## config.mk

```make
export PLATFORM = sky130hd
export DESIGN_NAME = mode_limit_counter
export DESIGN_NICKNAME = d
export VERILOG_FILES = /design/src/rtl/counter_pkg.sv /design/src/rtl/mode_limit_lut.sv /design/src/rtl/mode_limit_counter.sv
export SDC_FILE = /design/constraint.sdc
export NUM_CORES = 1
export LEC_CHECK = 0
export CAP_MARGIN = 20
export CORE_MARGIN = 2
export CORE_UTILIZATION = 60
export CTS_CLUSTER_SIZE = 10
export DETAILED_ROUTE_END_ITERATION = 7
export DONT_BUFFER_PORTS = 1
export PLACE_DENSITY = 0.87
export SYNTH_ARGS = -nofsm -noshare
export SYNTH_HDL_FRONTEND = slang
export SYNTH_SLANG_ARGS = --single-unit
```

## constraint.sdc

```tcl
create_clock -name clk -period 2.6 [get_ports clk]
set_input_delay 0.65 -clock clk [delete_from_list [all_inputs] [get_ports clk]]
set_output_delay 0.65 -clock clk [all_outputs]
set_load 0.01 [all_outputs]
```

## src/rtl/counter_pkg.sv

```systemverilog
// Shared state type, default sizes and mode-to-limit table for mode_limit_counter.
package counter_pkg;

  localparam int unsigned DEF_WIDTH  = 32'd5;
  localparam int unsigned DEF_MODE_W = 32'd3;

  typedef enum logic [1:0] {
    ST_IDLE  = 2'd0,
    ST_RUN   = 2'd1,
    ST_PAUSE = 2'd2
  } state_e;

  // Full-width limit per mode; callers truncate to their count width.
  function automatic logic [31:0] mode_limit(input logic [31:0] mode);
    logic [31:0] lim;
    case (mode)
      32'd0:   lim = 32'd0;
      32'd1:   lim = 32'd6;
      32'd2:   lim = 32'd0;
      32'd3:   lim = 32'd11;
      32'd4:   lim = 32'd5;
      32'd5:   lim = 32'd16;
      default: lim = 32'd0;
    endcase
    return lim;
  endfunction

endpackage

```

## src/rtl/mode_limit_lut.sv

```systemverilog
// Combinational mode-to-limit lookup, truncated to the counter width.
module mode_limit_lut
  import counter_pkg::*;
#(
  parameter int unsigned WIDTH  = DEF_WIDTH,
  parameter int unsigned MODE_W = DEF_MODE_W
) (
  input  logic [MODE_W-1:0] mode,
  output logic [WIDTH-1:0]  limit
);

  always_comb begin
    limit = WIDTH'(mode_limit(32'(mode)));
  end

endmodule

```

## src/rtl/mode_limit_counter.sv

```systemverilog
// Mode-selected wrap-around up/down counter with IDLE/RUN/PAUSE control.
// The limit is looked up from the registered mode and registered once more.
module mode_limit_counter
  import counter_pkg::*;
#(
  parameter int unsigned WIDTH  = DEF_WIDTH,
  parameter int unsigned MODE_W = DEF_MODE_W
) (
  input  logic              clk,
  input  logic              rst,
  input  logic [MODE_W-1:0] mode,
  input  logic              start,
  input  logic              stop,
  input  logic              clear,
  input  logic              dir,
  output logic [WIDTH-1:0]  count,
  output logic [WIDTH-1:0]  max_num,
  output logic              wrap,
  output logic              busy,
  output logic              err
);

  state_e              state_q, state_d;
  logic [MODE_W-1:0]   mode_q;
  logic [WIDTH-1:0]    count_q, count_d;
  logic [WIDTH-1:0]    max_num_q, max_num_d;
  logic                wrap_q, wrap_d;
  logic                busy_q, busy_d;
  logic                err_q, err_d;
  logic [WIDTH-1:0]    lim_s;
  logic                mode_chg_s;

  mode_limit_lut #(
    .WIDTH  (WIDTH),
    .MODE_W (MODE_W)
  ) u_lut (
    .mode  (mode_q),
    .limit (lim_s)
  );

  // Start is qualified with the live lookup of mode_q so a zero-limit mode never enters RUN.
  always_comb begin
    state_d    = state_q;
    count_d    = count_q;
    wrap_d     = 1'b0;
    mode_chg_s = (mode != mode_q);
    max_num_d  = lim_s;
    err_d      = (lim_s == {WIDTH{1'b0}});

    if (clear) begin
      state_d = ST_IDLE;
      count_d = {WIDTH{1'b0}};
    end else if (mode_chg_s) begin
      state_d = ST_IDLE;
      count_d = {WIDTH{1'b0}};
    end else begin
      case (state_q)
        ST_IDLE: begin
          if (!stop && start && (lim_s != {WIDTH{1'b0}})) begin
            state_d = ST_RUN;
          end else begin
            state_d = ST_IDLE;
          end
        end
        ST_RUN: begin
          if (stop) begin
            state_d = ST_PAUSE;
          end else if (count_q > max_num_q) begin
            count_d = {WIDTH{1'b0}};
            wrap_d  = 1'b1;
          end else if (!dir) begin
            if (count_q == max_num_q) begin
              count_d = {WIDTH{1'b0}};
              wrap_d  = 1'b1;
            end else begin
              count_d = count_q + WIDTH'(1'b1);
            end
          end else begin
            if (count_q == {WIDTH{1'b0}}) begin
              count_d = max_num_q;
              wrap_d  = 1'b1;
            end else begin
              count_d = count_q - WIDTH'(1'b1);
            end
          end
        end
        ST_PAUSE: begin
          if (start && !stop) begin
            state_d = ST_RUN;
          end else begin
            state_d = ST_PAUSE;
          end
        end
        default: begin
          state_d = ST_IDLE;
          count_d = {WIDTH{1'b0}};
        end
      endcase
    end

    busy_d = (state_d == ST_RUN);
  end

  // State and output registers; reset forces the invalid-mode-0 view (err high).
  always_ff @(posedge clk or posedge rst) begin
    if (rst) begin
      state_q   <= ST_IDLE;
      mode_q    <= {MODE_W{1'b0}};
      count_q   <= {WIDTH{1'b0}};
      max_num_q <= {WIDTH{1'b0}};
      wrap_q    <= 1'b0;
      busy_q    <= 1'b0;
      err_q     <= 1'b1;
    end else begin
      state_q   <= state_d;
      mode_q    <= mode;
      count_q   <= count_d;
      max_num_q <= max_num_d;
      wrap_q    <= wrap_d;
      busy_q    <= busy_d;
      err_q     <= err_d;
    end
  end

  assign count   = count_q;
  assign max_num = max_num_q;
  assign wrap    = wrap_q;
  assign busy    = busy_q;
  assign err     = err_q;

endmodule
```

==> impl_metrics.toml <==
[finish]
areaGrowthSynthToFinish_pct = 5.35
design_area_um2 = 1110
fill_cells = 132
insertedDiodeCount = 0
drive_gt1_frac = 0.118
nNetsFinal = 119

[route]
route.detailed.wl_per_inst_um = 17.0
antenna_violating_nets_post_route = 0
total_length_of_routed_wires_um = 2020
drt-vias-per-instance = 6.76
drc_errors = 0
drt-pass1-iter-count = 4
dr.first_iter.drc_count = 5
dr_total_vias = 804

[critical_path]
worstPathArrival_ns = 2.37
crit_fanout = 8
critical_path.endpoint_type = "flop"
critPathKind = "flop to flop"
worstSetupStartpointType = "flop"
critical_path_required_ns = 2.83

[yosys]
yosysMostFrequentCell = "sky130_fd_sc_hd__dfrtp_1"
post_synth_inst_count = 100
synth_enable_flop_cells = 0
synth.net_count = 116
synth-async-reset-ratio = 1.00
register_area_share_after_synthesis = 0.429
ys_dominant_reg_cell = "sky130_fd_sc_hd__dfrtp_1"
netlist.area_leader.share = 0.404
synth.lib_cells_used.distinct = 39
syn_area_um2 = 1050
post-synth-top-area-cell = "sky130_fd_sc_hd__dfrtp_1"
synth.ff_latch_count = 18
post_synth.cell_area_avg_um2 = 10.5
synth_top_cells_by_count = "sky130_fd_sc_hd__dfrtp_1, sky130_fd_sc_hd__inv_1, sky130_fd_sc_hd__ha_1, sky130_fd_sc_hd__a21oi_1"
synthesis.yosys.warnings = 0
synth_top_cells_by_area = "sky130_fd_sc_hd__dfrtp_1, sky130_fd_sc_hd__ha_1, sky130_fd_sc_hd__a22o_1"

[sta]
setup-violations-final = 0
slew_headroom = 0.568
worst_tran_pin_value_ns = 0.647
timing_max_transition_violations_final = 0
clock_skew_ns = 0.00285
setup_tns_ns = 0
min_period_ns = 2.14
final_hold_viol_count = 0
share_of_the_clock_period_used_by_the_worst_path_after_layout = 0.822
grt_setup_unrepaired = "false"
max_clock_freq_mhz = 468

[job]
maxCapViolCount = 0

[grt]
grt_pass1_wl_um = 3140
antenna_found_initial = 0
first_global_vias = 729
grt_max_degree = 19
grt.total_usage = 0.219
globalRouteOverflowTotal = 0

[clocking]
clkSinkCount = 18
clock_insertion_delay_worst_skew_ns = 0.29
cts_repair_resize_count = 0
post_cts.repair.setup_buffers = 0
max-clock-path-buffers = 2
clock_transition_at_path_regs_ns = 0.10
cts.htree.levels = 1
hold_buffers = 0
cts_buf_count = 3
root_buffer = "sky130_fd_sc_hd__clkbuf_4"
cts_tree = "built"

[place]
detailedPlacementHpwl_um = 1610
gp_congestion = 0.891
port_buffers = 0
dpl-instance-area_um2 = 1070

[power]
power.switching_fraction = 0.229
netSwitchingPower_uw = 117
power_density_nw_per_um2 = 460
post-layout-total-power_uw = 510
power_report.internal_total_uw = 393
power.static_leakage_uw = 0.000516
power.combinational.fraction = 0.088
power_frac_clock = 0.326
ir_drop_uv = 357
power.share.sequential = 0.586

[floorplan]
chipHeight_um = 45.9
chipWidth_um = 45.9
core-area_um2 = 1690
ios = 22
initial_core_util = 0.623
num_rows = 15
dieArea_um2 = 2100

[min_path]
worstHoldPathType = "input port to asynchronous set/reset pin"

[status]
run_status = "complete, no violations"
-- routing by layer --
| layer | share of wire | vias up | track usage |
|---|---|---|---|
| met1 | 0.40 | 397 | 0.244 |
| met5 | 0 | - | 0 |
| met4 | 0.018 | 0 | 0.103 |
| met2 | 0.53 | 31 | 0.386 |
| li1 | - | 371 | - |
| met3 | 0.051 | 5 | 0.0516 |
-- registers in the layout, summed over array words and instances, names as in the netlist --
register	cells
count	5
max_num	5
mode_q	3
state_q	2
busy	1
err	1
wrap	1
-- kinds of logic after synthesis --
kind of cell / share of synthesized area
compound gates: 0.194
fa+ha+maj: 0.0832
flops: 0.429
mux: 0.0202
xor+xnor: 0.0333
simple gates: 0.193
buf+inv: 0.0476
-- placed cells by master (no fill, tap or decap), types with 2 or more instances in the layout --
cell,synthesis,routed
sky130_fd_sc_hd__nand2_1,5,5
sky130_fd_sc_hd__a22o_1,5,5
sky130_fd_sc_hd__and2_1,2,2
sky130_fd_sc_hd__nand3_1,2,2
sky130_fd_sc_hd__ha_1,7,7
sky130_fd_sc_hd__o311ai_0,2,2
sky130_fd_sc_hd__clkbuf_4,0,3
sky130_fd_sc_hd__buf_4,0,2
sky130_fd_sc_hd__a21oi_1,6,6
sky130_fd_sc_hd__o221ai_1,2,2
sky130_fd_sc_hd__nand2b_1,5,5
sky130_fd_sc_hd__nor2b_1,3,3
sky130_fd_sc_hd__a211oi_1,2,2
sky130_fd_sc_hd__xor2_1,3,3
sky130_fd_sc_hd__nand3b_1,2,2
sky130_fd_sc_hd__nor2_1,3,3
sky130_fd_sc_hd__inv_1,9,9
sky130_fd_sc_hd__dfrtp_1,17,17
-- final timing paths --
kind | cells after the start | endpoint | from | slack [ns]
worst min-delay path | 1 | mode_q[0] | rst | 0.32
min in group clk | 0 | mode_q[0] | mode[0] | 0.38
worst max register to register | 5 | count[2] | count[4] | 0.46
max in group asynchronous | 1 | mode_q[2] | rst | 1.86
worst min register to register | 1 | max_num[2] | mode_q[1] | 0.50
worst max-delay path | 5 | count[2] | count[4] | 0.46
-- power by group through the flow --
stage / registers, µW / logic [µW] / clock network (µW)
after floorplan: 302 / 39.4 / 0
after global placement: 304 / 43.0 / 0
after detailed placement: 304 / 45.7 / 0
after CTS: 299 / 46.1 / 173
after global routing: 300 / 50.7 / 183
final: 299 / 45.0 / 166
-- layout make-up --
cell class | count | area (µm²) | area share
timing repair buffer | 2 | 15.0 | 0.0135
multi-input combinational | 69 | 551 | 0.497
tap | 17 | 21.3 | 0.0192
clock buffer | 4 | 36.3 | 0.0327
sequential | 18 | 452 | 0.407
inverter | 9 | 33.8 | 0.0305
-- stage by stage --
| stage | setup slack [ns] | cells | utilization | hold slack (ns) |
|---|---|---|---|---|
| after CTS | 0.451 | 119 | 0.656 | 0.346 |
| after global placement | 0.501 | 115 | 0.635 | 0.477 |
| after detailed placement | 0.440 | 115 | 0.635 | 0.483 |
| final | 0.464 | 119 | 0.656 | 0.325 |
| after global routing | 0.372 | 119 | 0.656 | 0.355 |
| after floorplan | 0.584 | 100 | - | 0.453 |
-- worst max-delay path: stages (launching register included) --
cell,delay [ns]
sky130_fd_sc_hd__dfrtp_1,0.52
sky130_fd_sc_hd__ha_1,0.39
sky130_fd_sc_hd__nand4_1,0.12
sky130_fd_sc_hd__or2_2,0.35
sky130_fd_sc_hd__a2111oi_4,0.48
sky130_fd_sc_hd__a22o_1,0.21
Note: power is estimated with default switching activity, not from simulation.
